==> config.mk <==
export PLATFORM = sky130hd
export DESIGN_NAME = weight_fetch_ctrl
export DESIGN_NICKNAME = d
export VERILOG_FILES = /design/src/rtl/sa_ctrl_pkg.sv /design/src/rtl/weight_fetch_ctrl_wrap_counter.sv /design/src/rtl/weight_fetch_ctrl.sv
export SDC_FILE = /design/constraint.sdc
export NUM_CORES = 1
export LEC_CHECK = 0
export ABC_AREA = 1
export CAP_MARGIN = 30
export CORE_MARGIN = 3
export CORE_UTILIZATION = 40
export CTS_CLUSTER_SIZE = 14
export DETAILED_ROUTE_END_ITERATION = 10
export DONT_BUFFER_PORTS = 1
export PLACE_DENSITY_LB_ADDON = 0.08
export SYNTH_ARGS = -nofsm -noshare
export SYNTH_HDL_FRONTEND = slang
export SYNTH_SLANG_ARGS = --single-unit
==> constraint.sdc <==
create_clock -name clk -period 3.25 [get_ports clk]
set_input_delay 0.975 -clock clk [delete_from_list [all_inputs] [get_ports clk]]
set_output_delay 0.975 -clock clk [all_outputs]
set_load 0.03 [all_outputs]
==> src/rtl/sa_ctrl_pkg.sv <==
// Shared definitions for the systolic-array control blocks: FSM state
// encoding and the width of layer configuration fields.
package sa_ctrl_pkg;

  localparam int CFG_W = 16;

  typedef enum logic [1:0] {
    ST_IDLE   = 2'd0,
    ST_STREAM = 2'd1,
    ST_DONE   = 2'd2
  } state_e;

  function automatic logic [CFG_W:0] zext_cfg(input logic [CFG_W-1:0] v);
    return {1'b0, v};
  endfunction

endpackage

==> src/rtl/weight_fetch_ctrl_wrap_counter.sv <==
// Up-counter that returns to zero after reaching a programmable terminal
// value; o_wrap flags the terminal count so callers can chain counters.
module wrap_counter #(
  parameter int W = 16
) (
  input  logic         clk,
  input  logic         rst_n,
  input  logic         i_clr,
  input  logic         i_en,
  input  logic [W-1:0] i_term,
  output logic [W-1:0] o_count,
  output logic         o_wrap
);

  logic [W-1:0] r_count;

  assign o_wrap  = (r_count == i_term);
  assign o_count = r_count;

  always_ff @(posedge clk or negedge rst_n) begin
    if (!rst_n) begin
      r_count <= '0;
    end else if (i_clr) begin
      r_count <= '0;
    end else if (i_en) begin
      r_count <= o_wrap ? '0 : r_count + 1'b1;
    end
  end

endmodule

==> src/rtl/weight_fetch_ctrl.sv <==
// Weight ROM address/enable sequencer: streams kernel elements per fold,
// repeats each fold once per input tile, then steps to the next fold.
module weight_fetch_ctrl
  import sa_ctrl_pkg::*;
#(
  parameter int COLS        = 8,
  parameter int ABS_ADDR_DW = 16
) (
  input  logic                   clk,
  input  logic                   rst_n,
  input  logic                   start,
  input  logic [CFG_W-1:0]       KERNEL_NUM,
  input  logic [CFG_W-1:0]       KERNEL_ELEMENT,
  input  logic [CFG_W-1:0]       TILE_NUM,
  input  logic                   ready,
  output logic [CFG_W-1:0]       addr_r,
  output logic [ABS_ADDR_DW-1:0] base_addr,
  output logic [CFG_W-1:0]       rom_select,
  output logic                   data_out_valid,
  output logic                   weight_valid,
  output logic                   fold_last,
  output logic                   busy,
  output logic                   done
);

  state_e                 r_state;
  logic [CFG_W-1:0]       r_kn;
  logic [CFG_W-1:0]       r_ke;
  logic [CFG_W-1:0]       r_tn;
  logic [ABS_ADDR_DW-1:0] r_base;
  logic [CFG_W-1:0]       r_sel;
  logic                   r_wvalid;
  logic                   r_done;
  logic                   r_busy;

  logic                   w_stream;
  logic                   w_beat;
  logic                   w_clr;
  logic                   w_elem_wrap;
  logic                   w_tile_wrap;
  logic [CFG_W-1:0]       w_tile_cnt;
  logic                   w_last_fold;
  logic                   w_fold_end;
  logic                   w_zero_cfg;

  assign w_stream    = (r_state == ST_STREAM);
  assign w_beat      = w_stream && ready;
  assign w_clr       = !w_stream;
  assign w_fold_end  = w_beat && w_elem_wrap && w_tile_wrap;
  assign w_zero_cfg  = (KERNEL_NUM == '0) || (KERNEL_ELEMENT == '0) || (TILE_NUM == '0);

  // 17-bit compare so a rom_select near 2^16 cannot wrap past KERNEL_NUM
  assign w_last_fold = (zext_cfg(r_sel) + (CFG_W+1)'(COLS)) >= zext_cfg(r_kn);

  wrap_counter #(.W(CFG_W)) u_elem_cnt (
    .clk     (clk),
    .rst_n   (rst_n),
    .i_clr   (w_clr),
    .i_en    (w_beat),
    .i_term  (r_ke - 1'b1),
    .o_count (addr_r),
    .o_wrap  (w_elem_wrap)
  );

  wrap_counter #(.W(CFG_W)) u_tile_cnt (
    .clk     (clk),
    .rst_n   (rst_n),
    .i_clr   (w_clr),
    .i_en    (w_beat && w_elem_wrap),
    .i_term  (r_tn - 1'b1),
    .o_count (w_tile_cnt),
    .o_wrap  (w_tile_wrap)
  );

  always_ff @(posedge clk or negedge rst_n) begin
    if (!rst_n) begin
      r_state  <= ST_IDLE;
      r_kn     <= '0;
      r_ke     <= '0;
      r_tn     <= '0;
      r_base   <= '0;
      r_sel    <= '0;
      r_wvalid <= 1'b0;
      r_done   <= 1'b0;
      r_busy   <= 1'b0;
    end else begin
      r_wvalid <= w_beat;
      case (r_state)
        ST_IDLE: begin
          r_done <= 1'b0;
          if (start) begin
            r_kn   <= KERNEL_NUM;
            r_ke   <= KERNEL_ELEMENT;
            r_tn   <= TILE_NUM;
            r_base <= '0;
            r_sel  <= '0;
            if (w_zero_cfg) begin
              r_state <= ST_DONE;
              r_done  <= 1'b1;
            end else begin
              r_state <= ST_STREAM;
              r_busy  <= 1'b1;
            end
          end
        end
        ST_STREAM: begin
          if (w_fold_end) begin
            if (w_last_fold) begin
              r_state <= ST_DONE;
              r_busy  <= 1'b0;
              r_done  <= 1'b1;
              r_base  <= '0;
              r_sel   <= '0;
            end else begin
              r_base <= r_base + ABS_ADDR_DW'(r_ke);
              r_sel  <= r_sel + CFG_W'(COLS);
            end
          end
        end
        ST_DONE: begin
          r_done  <= 1'b0;
          r_base  <= '0;
          r_sel   <= '0;
          r_state <= ST_IDLE;
        end
        default: begin
          r_state <= ST_IDLE;
          r_busy  <= 1'b0;
          r_done  <= 1'b0;
        end
      endcase
    end
  end

  assign base_addr      = r_base;
  assign rom_select     = r_sel;
  assign data_out_valid = w_beat;
  assign weight_valid   = r_wvalid;
  assign fold_last      = w_stream && w_last_fold;
  assign busy           = r_busy;
  assign done           = r_done;

  logic w_unused;
  assign w_unused = ^w_tile_cnt;

endmodule

==> impl_metrics.sql, run 1 <==
INSERT INTO impl_metrics (metric_group, metric, value, unit) VALUES
('placed_design', 'dp_slack', '-0.2581', 'ns'),
('setup_path', 'timing.critical_path.max_delay_family', 'simple AND/OR/NAND/NOR gates', ''),
('setup_path', 'slowest_stage', 'sky130_fd_sc_hd__dfrtp_2', ''),
('timing', 'layout_min_cycle_time', '3.773', 'ns'),
('clock_network', 'clock_insertion_delay_worst_skew', '0.42', 'ns'),
('setup_path', 'cp_buf_inv_count', '2', ''),
('pwr', 'vdd_drop_max', '0.0003344', 'V'),
('route', 'vias', '7457', ''),
('die', 'die_outline_area', '22250', 'um2'),
('clock_network', 'h-tree-depth', '4', ''),
('synth', 'combined_area_of_all_synthesized_cells', '8200', 'um2'),
('setup_path', 'setup.worst_path.end_class', 'output port', ''),
('pwr', 'power_per_cell_area', '402.4', 'nW/um2'),
('timing', 'finalHoldViolCount', '0', ''),
('die', 'boundaryPins', '105', ''),
('timing', 'timing_max_transition_violations_final', '0', ''),
('route', 'ant_nets', '0', ''),
('timing', 'slew-limit-headroom', '51.52', '%'),
('grt', 'grt_usage', '21.29', '%'),
('final_layout', 'antenna_cells_inserted', '0', ''),
('outcome', 'failed_checks', 'negative setup slack', ''),
('setup_path', 'cp_slowest_stage_delay', '0.40', 'ns'),
('timing', 'max_freq', '265.0', 'MHz'),
('clock_network', 'clk_pin_slew', '0.06', 'ns'),
('route', 'first_pass_iters', '6', ''),
('grt', 'globalRouteOverflowTotal', '0', ''),
('synth', 'ys_ff_latch', '114', ''),
('synth', 'count_of_unique_library_cells_instantiated_by_yosys', '46', ''),
('flow_run', 'max_cap_violations', '0', ''),
('placed_design', 'place.gp.congestion', '0.8700', ''),
('timing', 'setup_violations', '1', ''),
('clock_network', 'max-clock-path-buffers', '2', ''),
('setup_path', 'timing.critical_path.from_type', 'flop', ''),
('pwr', 'report.power.total', '3.832', 'mW'),
('synth', 'synth_cells', '1172', ''),
('die', 'placeableCoreArea', '19780', 'um2'),
('setup_path', 'path_class', 'flop to output port', ''),
('timing', 'timing.clock.skew', '0.01154', 'ns'),
('clock_network', 'cts_made_buffers', '17', ''),
('setup_path', 'most_common_cell_type_on_the_critical_path', 'sky130_fd_sc_hd__nand4_1', ''),
('grt', 'number_of_antenna_violations_at_the_first_check_in_global_routing', '0', ''),
('setup_path', 'crit_arrival', '2.80', 'ns'),
('setup_path', 'path_cells', 'ha_4, nand3_4, nor3_4, nand4_1, xnor2_1, ha_1, inv_1, nor2_2, nand4_1, o31ai_2, nor2_1, nand2_2, inv_4, nor2_4', ''),
('final_layout', 'layout-drive-gt1-share', '12.59', '%'),
('timing', 'final_cycle_share', '116.1', '%'),
('die', 'initial_core_util', '41.45', '%'),
('synth', 'sequential_element_share_of_the_synthesized_area', '34.79', '%'),
('route', 'drt-vias-per-instance', '4.985', ''),
('placed_design', 'portBuffers', '0', ''),
('clock_network', 'ctsRootBufferMaster', 'sky130_fd_sc_hd__clkbuf_16', ''),
('timing', 'max_slew.worst_pin.slew', '0.7261', 'ns'),
('synth', 'ys_warn_count', '0', ''),
('clock_network', 'clock_tree_from_tritoncts', 'yes', ''),
('synth', 'synth.avg_cell_area', '6.997', 'um2'),
('route', 'detail_route.wirelength', '23.02', 'mm'),
('route', 'post-route-drc-count', '0', ''),
('min_path', 'hold_path_class', 'input pin to asynchronous set/reset pin', ''),
('route', 'wl_per_cell', '15.39', 'um'),
('grt', 'first_global_vias', '7278', ''),
('die', 'rows', '51', ''),
('setup_path', 'worstPathRequired', '2.27', 'ns'),
('grt', 'grt_start_max_net_pins', '115', ''),
('placed_design', 'dp_hpwl', '17.52', 'mm'),
('grt', 'grt_first_pass_wirelength', '37.65', 'mm'),
('route', 'drtIter0Drc', '411', ''),
('final_layout', 'nets', '1304', ''),
('clock_network', 'clkSinkCount', '114', ''),
('die', 'die_x', '149.2', 'um'),
('timing', 'setup_ws_final', '-0.5231', 'ns'),
('setup_path', 'cp_max_fo', '4', ''),
('final_layout', 'area_delta_synth_final', '16.13', '%'),
('pwr', 'power.static_leakage', '4.995', 'nW'),
('outcome', 'outcome', 'finished with violations', ''),
('die', 'die_height', '149.2', 'um'),
('timing', 'unrepaired_setup_endpoints_after_global_routing', 'true', '');
==> metrics by stage <==
stage	area, um2	hold WS [ns]	util (%)	cells	TNS [ns]
floorplan	8268	0.4495	-	1174	-0.2421
finish	9523	0.2505	48.14	1496	-0.5231
detailed placement	8856	0.4665	44.77	1463	-0.2581
global placement	8856	0.4725	44.77	1463	-0.2103
global route	9523	0.2281	48.14	1496	-0.7092
CTS	9498	0.2313	48.01	1495	-0.5384
==> layer usage <==
metal  GRT usage, %  routed length [um]  vias up
met4          6.133                 323        0
met1          28.90               10920     3420
met2          34.58               10600      138
met3          4.315                1175       18
li1               -                   -     3881
met5              0                   0        -
==> repair_timing <==
item / in CTS / in global routing
resized for setup: 3 / 4
buffers inserted: 0 / 1
pin swaps: 3 / 1
hold buffers: 0 / 0
setup endpoints to repair: 1 / 1
==> cell usage after synthesis, drive strengths merged <==
| library cell | n | area [um2] |
|---|---|---|
| nand4 | 39 | 244.0 |
| ha | 33 | 412.9 |
| a31oi | 3 | 18.77 |
| o211ai | 1 | 7.510 |
| inv | 136 | 510.5 |
| dfrtp | 114 | 2853 |
| o21bai | 4 | 30.03 |
| o2111ai | 1 | 8.760 |
| clkbuf | 20 | 75.07 |
| nand2b | 1 | 6.260 |
| xnor3 | 1 | 22.52 |
| xor2 | 38 | 332.8 |
| buf | 11 | 75.07 |
| a21oi | 28 | 140.1 |
| nor3 | 21 | 105.1 |
| nand3 | 87 | 457.9 |
| a211oi | 3 | 22.52 |
| o311ai | 1 | 8.760 |
| clkinv | 2 | 7.510 |
| conb | 1 | 3.750 |
| nand2 | 367 | 1425 |
| nor4 | 14 | 87.58 |
| nor3b | 4 | 30.03 |
| a21o | 3 | 22.52 |
| nand3b | 12 | 90.09 |
| o31ai | 2 | 15.01 |
| or2 | 4 | 25.03 |
| nor2 | 123 | 553.0 |
| and2 | 1 | 6.260 |
| o21ai | 68 | 340.3 |
| xnor2 | 26 | 227.7 |
| a31o | 1 | 8.760 |
| o22ai | 1 | 6.260 |
| fa | 1 | 20.02 |
==> report_power, final <==
part           internal [mW]  leakage, nW  switching, mW
Combinational         0.0918         3.27          0.125
Sequential              1.45         1.42          0.137
Clock                   1.32        0.305          0.705
Total                   2.86         4.99          0.968
==> cell usage in the layout (no fill, tap or decap), drive strengths merged <==
cell type and count:
buf 56, o311ai 1, nor4 14, nand3 87, nor3b 4, bufinv 4
inv 137, fa 1, nor2 123, clkinvlp 3, ha 33, nand2b 1
a31o 1, conb 3, o211ai 1, nand3b 12, o21bai 4, o22ai 1
o2111ai 1, a211oi 3, and2 1, xnor2 26, xor2 38, or2 4
nand4 39, xnor3 1, dfrtp 114, clkbuf 19, a21o 3, a31oi 3
a21oi 28, nor3 21, o21ai 68, o31ai 2, clkinv 7, nand2 367
==> flip-flops by register name, summed over array words and instances (netlist names), 2 cells and up <==
register	count
r_kn	16
r_tn	16
r_state	2
base_addr	16
u_tile_cnt.o_count	16
u_elem_cnt.o_count	16
rom_select	13
r_ke	16
==> path summary, 6_finish.rpt <==
kind                                           startpoint                                end  slack [ns]  depth (start not counted)
worst min-delay path                                rst_n           base_addr[4]$_DFFE_PN0P_        0.25                          0
max in group asynchronous                           rst_n  u_elem_cnt.o_count[2]$_DFFE_PN0P_        2.83                          0
worst max register to register  rom_select[4]$_DFFE_PN0P_          rom_select[7]$_DFFE_PN0P_        0.32                         16
worst max-delay path            rom_select[4]$_DFFE_PN0P_                          fold_last       -0.52                         14
min in group clk                      r_kn[0]$_DFFE_PN0P_                r_kn[0]$_DFFE_PN0P_        0.48                          2
worst min register to register        r_kn[0]$_DFFE_PN0P_                r_kn[0]$_DFFE_PN0P_        0.48                          2
==> area by class of cell <==
class,instances,area [um2]
fillers,2051,10260
flip-flops and latches,114,2859
well taps,265,331.6
repair buffers,56,420.4
clock inverters,13,183.9
inverters,138,520.5
multi-input cells,891,4755
clock buffers,19,452.9
==> kinds of logic after synthesis <==
logic type | synth area share (%)
AO/OA/AOI/OAI | 7.675
XOR/XNOR | 7.110
adder cells (fa/ha/maj) | 5.279
buffers and inverters | 8.148
flip-flops | 34.79
other | 0.04573
AND/OR/NAND/NOR | 36.95
Power figures use the tool's default switching activity.
==> run 2: changes to the inputs <==
--- a/config.mk
+++ b/config.mk
@@ -6,12 +6,13 @@
 export NUM_CORES = 1
 export LEC_CHECK = 0
 export ABC_AREA = 1
+export BUFFER_PORTS_ARGS = -buffer_cell sky130_fd_sc_hd__buf_2
 export CAP_MARGIN = 30
 export CORE_MARGIN = 3
-export CORE_UTILIZATION = 40
+export CORE_UTILIZATION = 45
 export CTS_CLUSTER_SIZE = 14
 export DETAILED_ROUTE_END_ITERATION = 10
-export DONT_BUFFER_PORTS = 1
+export GPL_TIMING_DRIVEN = 0
 export PLACE_DENSITY_LB_ADDON = 0.08
 export SYNTH_ARGS = -nofsm -noshare
 export SYNTH_HDL_FRONTEND = slang
==> run 2 against run 1 <==
Effect of this change:
- the flow still finishes with violations (negative setup slack)
- worst setup slack lost 0.25 ns
- largest power group unchanged
- count of clock-buffer cells in the layout grew 4
- worst hold slack gained 0.14 ns
==> impl_metrics.sql, run 2 (synthesis results as in run 1) <==
INSERT INTO impl_metrics (metric_group, metric, value, unit) VALUES
('outcome', 'outcome', 'finished with violations', ''),
('outcome', 'failed_checks', 'negative setup slack', ''),
('route', 'detail_route.wirelength.met1', '11.13', 'mm'),
('grt', 'grt_first_pass_wirelength', '38.56', 'mm'),
('placed_design', 'place.gp.congestion', '0.9102', ''),
('timing', 'slew-limit-headroom', '48.85', '%'),
('die', 'placeableCoreArea', '17540', 'um2'),
('route', 'route.top_layer_used', 'met5', ''),
('setup_path', 'crit_path_start', 'rom_select[3]$_DFFE_PN0P_', ''),
('route', 'vias', '8097', ''),
('clock_network', 'clkSinkCount', '114', ''),
('placed_design', 'dp_hpwl', '17.98', 'mm'),
('timing', 'max_freq', '248.5', 'MHz'),
('route', 'ant_nets', '0', ''),
('timing', 'timing.clock.skew', '0.01340', 'ns'),
('route', 'met3_wirelength', '1.275', 'mm'),
('timing', 'max_slew.worst_pin.slew', '0.7602', 'ns'),
('final_layout', 'most_common_cell_after_layout_fill_and_taps_aside', 'sky130_fd_sc_hd__nand2_1', ''),
('die', 'rows', '48', ''),
('placed_design', 'dp_slack', '-0.5964', 'ns'),
('final_layout', 'nets', '1407', ''),
('route', 'post-route-drc-count', '0', ''),
('clock_network', 'ctsRootBufferMaster', 'sky130_fd_sc_hd__clkbuf_16', ''),
('timing', 'timing_max_transition_violations_final', '0', ''),
('route', 'detail_route.wirelength', '23.83', 'mm'),
('pwr', 'power.static_leakage', '5.401', 'nW'),
('timing', 'hold-worst-slack', '0.3907', 'ns'),
('setup_path', 'setup.worst_path.end_class', 'output port', ''),
('setup_path', 'path_class', 'flop to output port', ''),
('pwr', 'vdd_drop_max', '0.0003526', 'V'),
('route', 'drt-vias-per-instance', '5.194', ''),
('pwr', 'power_per_cell_area', '380.2', 'nW/um2'),
('clock_network', 'clk_pin_slew', '0.06', 'ns'),
('placed_design', 'dpl_cell_area', '9089', 'um2'),
('setup_path', 'path_cells', 'nand3_1, nor2_2, nand2_1, xnor2_1, ha_1, nand2_1, nor2_1, o21ai_0, o2111ai_1, nand2_1, nand2_1, nand2_1, nand2_1, inv_2, buf_8, nor2_4, buf_6', ''),
('final_layout', 'area_delta_synth_final', '21.57', '%'),
('route', 'first_pass_iters', '5', ''),
('clock_network', 'hold_buffers', '0', ''),
('route', 'drtIter0Drc', '464', ''),
('route', 'wl_per_cell', '15.28', 'um'),
('setup_path', 'crit_arrival', '3.05', 'ns'),
('clock_network', 'max-clock-path-buffers', '2', ''),
('die', 'die_height', '141.0', 'um'),
('setup_path', 'most_common_cell_type_on_the_critical_path', 'sky130_fd_sc_hd__nand2_1', ''),
('flow_run', 'max_cap_violations', '0', ''),
('clock_network', 'h-tree-depth', '4', ''),
('die', 'die_x', '141.0', 'um'),
('setup_path', 'timing.critical_path.from_type', 'flop', ''),
('clock_network', 'clock_tree_from_tritoncts', 'yes', ''),
('final_layout', 'most-common-layout-cells', 'sky130_fd_sc_hd__nand2_1 (349), sky130_fd_sc_hd__inv_1 (124), sky130_fd_sc_hd__dfrtp_1 (107), sky130_fd_sc_hd__buf_2 (105), sky130_fd_sc_hd__nor2_1 (102)', ''),
('die', 'boundaryPins', '105', ''),
('clock_network', 'clock_insertion_delay_worst_skew', '0.43', 'ns'),
('final_layout', 'antenna_cells_inserted', '0', ''),
('grt', 'globalRouteOverflowTotal', '0', ''),
('grt', 'first_global_vias', '7567', ''),
('final_layout', 'layout-drive-gt1-share', '18.22', '%'),
('setup_path', 'cp_max_fo', '4', ''),
('timing', 'setup_ws_final', '-0.7743', 'ns'),
('die', 'initial_core_util', '46.76', '%'),
('timing', 'finalHoldViolCount', '0', ''),
('timing', 'setup_violations', '2', ''),
('min_path', 'hold_path_class', 'input pin to asynchronous set/reset pin', ''),
('timing', 'final_cycle_share', '123.8', '%'),
('clock_network', 'cts_made_buffers', '17', ''),
('setup_path', 'worstPathRequired', '2.27', 'ns'),
('setup_path', 'slowest_stage', 'sky130_fd_sc_hd__dfrtp_2', ''),
('setup_path', 'cp_slowest_stage_delay', '0.41', 'ns'),
('die', 'die_outline_area', '19880', 'um2'),
('placed_design', 'portBuffers', '101', ''),
('grt', 'grt_start_max_net_pins', '93', ''),
('timing', 'layout_min_cycle_time', '4.024', 'ns'),
('route', 'met2_length', '11.03', 'mm'),
('timing', 'unrepaired_setup_endpoints_after_global_routing', 'true', ''),
('setup_path', 'rr_startpoint', 'rom_select[4]$_DFFE_PN0P_', ''),
('grt', 'number_of_antenna_violations_at_the_first_check_in_global_routing', '1', ''),
('final_layout', 'final_cell_area', '9970', 'um2'),
('grt', 'grt_usage', '24.20', '%');
[run 2: cell count changes in the layout (fill, tap and decap cells not counted), sizes merged]
cell    delta
buf       +84
clkbuf    +23
bufinv     -2
clkinv     -1
inv        -1
[run 2: area by class of cell]
type / count / area [um2]
plain buffers: 31 / 161.4
clock buffers: 23 / 478.0
clock inverters: 9 / 106.4
fillers: 1672 / 7567
inverters: 138 / 518.0
multi-input cells: 891 / 4792
flip-flops and latches: 114 / 2861
well taps: 225 / 281.5
repair buffers: 128 / 770.7
[run 2: path summary, 6_finish.rpt]
check	endpoint	slack, ns	depth (start not counted)
max in group asynchronous	rom_select[6]$_DFFE_PN0P_	2.10	2
max	fold_last	-0.77	17
max reg2reg	rom_select[15]$_DFFE_PN0P_	-0.69	29
min	r_kn[9]$_DFFE_PN0P_	0.39	1
min reg2reg	r_kn[0]$_DFFE_PN0P_	0.49	2
min in group clk	r_kn[0]$_DFFE_PN0P_	0.49	2
[run 2: repair_timing]
item                                    in CTS  in global routing
buffers inserted                            22                  4
endpoints found under the hold margin        0                  0
endpoints found under the setup margin       1                 14
resized for setup                           17                 11
pin swaps                                   14                 12
[run 2: critical path: cells and delay by family (launching register included)]
| family | cells | cell delay [ns] |
|---|---|---|
| DFF | 1 | 0.41 |
| buffers and inverters | 3 | 0.34 |
| xor gates and xnor gates | 1 | 0.27 |
| adders and majority gates | 1 | 0.32 |
| AOI/OAI and AO/OA | 2 | 0.32 |
| and+or+nand+nor | 10 | 0.97 |
[run 2: where the power goes]
group | switching (mW) | internal (mW) | total, mW
registers | 0.0606 | 1.45 | 1.51
logic | 0.258 | 0.142 | 0.400
clock network | 0.691 | 1.19 | 1.88
[run 2: per-stage QoR]
| step | instances | setup TNS [ns] | util [%] | power, mW |
|---|---|---|---|---|
| final | 1559 | -1.466 | 56.85 | 3.791 |
| after global routing | 1559 | -2.009 | 56.85 | 3.937 |
| after CTS | 1555 | -1.320 | 56.47 | 3.815 |
| after detailed placement | 1501 | -0.5964 | 51.83 | 1.943 |
| after global placement | 1500 | -41.13 | 51.63 | 1.936 |
| after floorplan | 1174 | -0.2421 | - | 1.778 |
[run 2: metal layers]
metal	GRT usage [%]	vias to the layer above
met5	0	-
met4	6.578	2
met3	4.986	35
met2	38.89	205
met1	33.36	3766
li1	-	4089
==> run 3: changes to the inputs <==
--- a/config.mk
+++ b/config.mk
@@ -9,8 +9,7 @@
 export BUFFER_PORTS_ARGS = -buffer_cell sky130_fd_sc_hd__buf_2
 export CAP_MARGIN = 30
 export CORE_MARGIN = 3
-export CORE_UTILIZATION = 45
-export CTS_CLUSTER_SIZE = 14
+export CORE_UTILIZATION = 40
 export DETAILED_ROUTE_END_ITERATION = 10
 export GPL_TIMING_DRIVEN = 0
 export PLACE_DENSITY_LB_ADDON = 0.08
==> run 3 against run 2 <==
Effect of this change:
- the flow still finishes with violations (negative setup slack)
- first-iteration DRC count rose by 3.2%
- flip-flop and latch count did not move
- fmax rose by 2.2%
- via count fell by 2.2%
- register-to-register slack improved by 0.20 ns
- design area rose by 0.25%
- die area rose by 12%
- utilization fell by 6.3 points
- non-clock buffer count fell by 4
- sequential power barely moved
==> impl_metrics.sql, run 3 (synthesis results as in run 1) <==
INSERT INTO impl_metrics (metric_group, metric, value, unit) VALUES
('grt', 'globalRouteOverflowTotal', '0', ''),
('placed_design', 'dpl_cell_area', '9139', 'um2'),
('outcome', 'outcome', 'finished with violations', ''),
('setup_path', 'rr_startpoint', 'rom_select[3]$_DFFE_PN0P_', ''),
('flow_run', 'max_cap_violations', '0', ''),
('placed_design', 'dpl.cell_count', '1541', ''),
('die', 'rows', '51', ''),
('clock_network', 'clock_tree_from_tritoncts', 'yes', ''),
('setup_path', 'path_class', 'flop to output port', ''),
('clock_network', 'hold_buffers', '0', ''),
('final_layout', 'stdcell_count', '1594', ''),
('pwr', 'power_per_cell_area', '392.2', 'nW/um2'),
('timing', 'setup_ws_final', '-0.6881', 'ns'),
('final_layout', 'area_of_the_multi_input_gates', '4788', 'um2'),
('die', 'placeableCoreArea', '19780', 'um2'),
('setup_path', 'setup.worst_path.end_class', 'output port', ''),
('final_layout', 'final_cell_area', '9995', 'um2'),
('grt', 'grt_start_max_net_pins', '90', ''),
('final_layout', 'antenna_cells_inserted', '0', ''),
('grt', 'number_of_antenna_violations_at_the_first_check_in_global_routing', '0', ''),
('route', 'ant_nets', '0', ''),
('clock_network', 'clkSinkCount', '114', ''),
('timing', 'setup_violations', '14', ''),
('final_layout', 'utilization', '50.53', '%'),
('route', 'detail_route.wirelength', '24.02', 'mm'),
('timing', 'finalHoldViolCount', '0', ''),
('route', 'first_pass_iters', '5', ''),
('timing', 'layout_min_cycle_time', '3.938', 'ns'),
('pwr', 'clkPwrFrac', '51.2', '%'),
('grt', 'grt_usage', '22.24', '%'),
('clock_network', 'max-clock-path-buffers', '2', ''),
('setup_path', 'cp_max_fo', '3', ''),
('setup_path', 'setup.reg_to_reg.worst_slack', '-0.49', 'ns'),
('grt', 'grt_first_pass_wirelength', '39.37', 'mm'),
('setup_path', 'reg2reg_to', 'rom_select[11]$_DFFE_PN0P_', ''),
('die', 'die_x', '149.2', 'um'),
('final_layout', 'layout-drive-gt1-share', '17.76', '%'),
('timing', 'timing_max_transition_violations_final', '0', ''),
('clock_network', 'cts_made_buffers', '17', ''),
('clock_network', 'clk_pin_slew', '0.06', 'ns'),
('die', 'boundaryPins', '105', ''),
('pwr', 'power.static_leakage', '5.386', 'nW'),
('pwr', 'power_switching', '0.9887', 'mW'),
('final_layout', 'n_fill_cell', '2047', ''),
('route', 'drt-vias-per-instance', '4.967', ''),
('final_layout', 'area_delta_synth_final', '21.88', '%'),
('setup_path', 'crit_arrival', '2.96', 'ns'),
('clock_network', 'h-tree-depth', '4', ''),
('timing', 'slew-limit-headroom', '37.05', '%'),
('setup_path', 'worstPathRequired', '2.27', 'ns'),
('grt', 'first_global_vias', '7666', ''),
('placed_design', 'place.gp.congestion', '0.9095', ''),
('timing', 'max_freq', '253.9', 'MHz'),
('timing', 'unrepaired_setup_endpoints_after_global_routing', 'true', ''),
('setup_path', 'timing.critical_path.from_type', 'flop', ''),
('route', 'wl_per_cell', '15.07', 'um'),
('pwr', 'p_seq_share', '38.6', '%'),
('setup_path', 'reg2regPathDepth', '23', ''),
('timing', 'setup_tns', '-6.438', 'ns'),
('placed_design', 'portBuffers', '101', ''),
('outcome', 'failed_checks', 'negative setup slack', ''),
('final_layout', 'most-common-layout-cells', 'sky130_fd_sc_hd__nand2_1 (350), sky130_fd_sc_hd__inv_1 (125), sky130_fd_sc_hd__dfrtp_1 (108), sky130_fd_sc_hd__buf_2 (105), sky130_fd_sc_hd__nor2_1 (103)', ''),
('route', 'drtIter0Drc', '479', ''),
('final_layout', 'layout.area.seq', '2860', 'um2'),
('placed_design', 'dp_hpwl', '18.30', 'mm'),
('pwr', 'p_int', '2.931', 'mW'),
('route', 'vias', '7918', ''),
('final_layout', 'most_common_cell_after_layout_fill_and_taps_aside', 'sky130_fd_sc_hd__nand2_1', ''),
('pwr', 'sw_frac_of_total', '25.22', '%'),
('die', 'die_height', '149.2', 'um'),
('timing', 'timing.clock.skew', '0.01203', 'ns'),
('pwr', 'comb_power_share', '10.2', '%'),
('route', 'post-route-drc-count', '0', ''),
('min_path', 'hold_path_class', 'input pin to asynchronous set/reset pin', ''),
('setup_path', 'crit_path_start', 'rom_select[3]$_DFFE_PN0P_', ''),
('clock_network', 'ctsRootBufferMaster', 'sky130_fd_sc_hd__clkbuf_16', ''),
('die', 'die_outline_area', '22250', 'um2'),
('clock_network', 'clock_insertion_delay_worst_skew', '0.41', 'ns'),
('pwr', 'vdd_drop_max', '0.0003623', 'V'),
('timing', 'final_cycle_share', '121.2', '%'),
('die', 'initial_core_util', '41.45', '%'),
('timing', 'max_slew.worst_pin.slew', '0.9357', 'ns'),
('final_layout', 'nets', '1403', '');
run 3: how the worst max path moves through the flow:
stage                                            to  cells after the start
after global routing                      fold_last                     16
after floorplan                           fold_last                     15
after global placement    rom_select[5]$_DFFE_PN0P_                      1
after CTS                                 fold_last                     16
after detailed placement                  fold_last                     16
final                                     fold_last                     16
run 3: cell type report:
| class | instances | area share [%] |
|---|---|---|
| multi-input cells | 891 | 47.91 |
| clock buffers | 21 | 4.707 |
| inverters | 138 | 5.233 |
| plain buffers | 30 | 1.465 |
| well taps | 265 | 3.317 |
| flip-flops and latches | 114 | 28.62 |
| clock inverters | 10 | 1.565 |
| repair buffers | 125 | 7.186 |
run 3: critical path, cell delays in order, from the launching register on:
cell and delay [ns]:
sky130_fd_sc_hd__dfrtp_2 0.40, sky130_fd_sc_hd__ha_4 0.16, sky130_fd_sc_hd__nand3_4 0.08, sky130_fd_sc_hd__nor3_4 0.20
sky130_fd_sc_hd__nand4_1 0.18, sky130_fd_sc_hd__xnor2_2 0.19, sky130_fd_sc_hd__ha_1 0.32, sky130_fd_sc_hd__inv_2 0.08
sky130_fd_sc_hd__nor2_4 0.04, sky130_fd_sc_hd__buf_4 0.13, sky130_fd_sc_hd__buf_4 0.12, sky130_fd_sc_hd__buf_4 0.12
sky130_fd_sc_hd__nand2_1 0.09, sky130_fd_sc_hd__nand2_1 0.09, sky130_fd_sc_hd__inv_2 0.13, sky130_fd_sc_hd__nor2_4 0.06
sky130_fd_sc_hd__buf_6 0.16
run 3: layer usage:
layer | wire [um] | share of wire, % | global-route usage [%]
met1 | 11640 | 48 | 30.85
met3 | 1082 | 4.5 | 4.254
met5 | 0 | 0 | 0
met2 | 11110 | 46 | 36.66
met4 | 180 | 0.75 | 4.119
run 3: per-stage QoR:
step	worst slack (ns)	power [mW]	hold WS (ns)
finish	-0.6881	3.920	0.4201
global route	-0.8805	4.083	0.4270
CTS	-0.7141	3.965	0.4205
detailed placement	-0.5983	1.938	0.4702
global placement	-0.6153	1.932	0.4663
floorplan	-0.2421	1.778	0.4495
run 3: repair_timing:
| action | 4_1_cts | 5_1_grt |
|---|---|---|
| gates resized for setup | 14 | 4 |
| setup buffers | 21 | 2 |
| pin swaps | 14 | 11 |
| endpoints found under the setup margin | 2 | 26 |
run 3: power groups by stage:
stage                     clock network, mW  registers, mW  logic, mW
after detailed placement                  0           1.54      0.402
final                                  2.01           1.51      0.401
after global routing                   2.12           1.52      0.451
after global placement                    0           1.54      0.395
after floorplan                           0           1.59      0.188
after CTS                              2.05           1.51      0.406
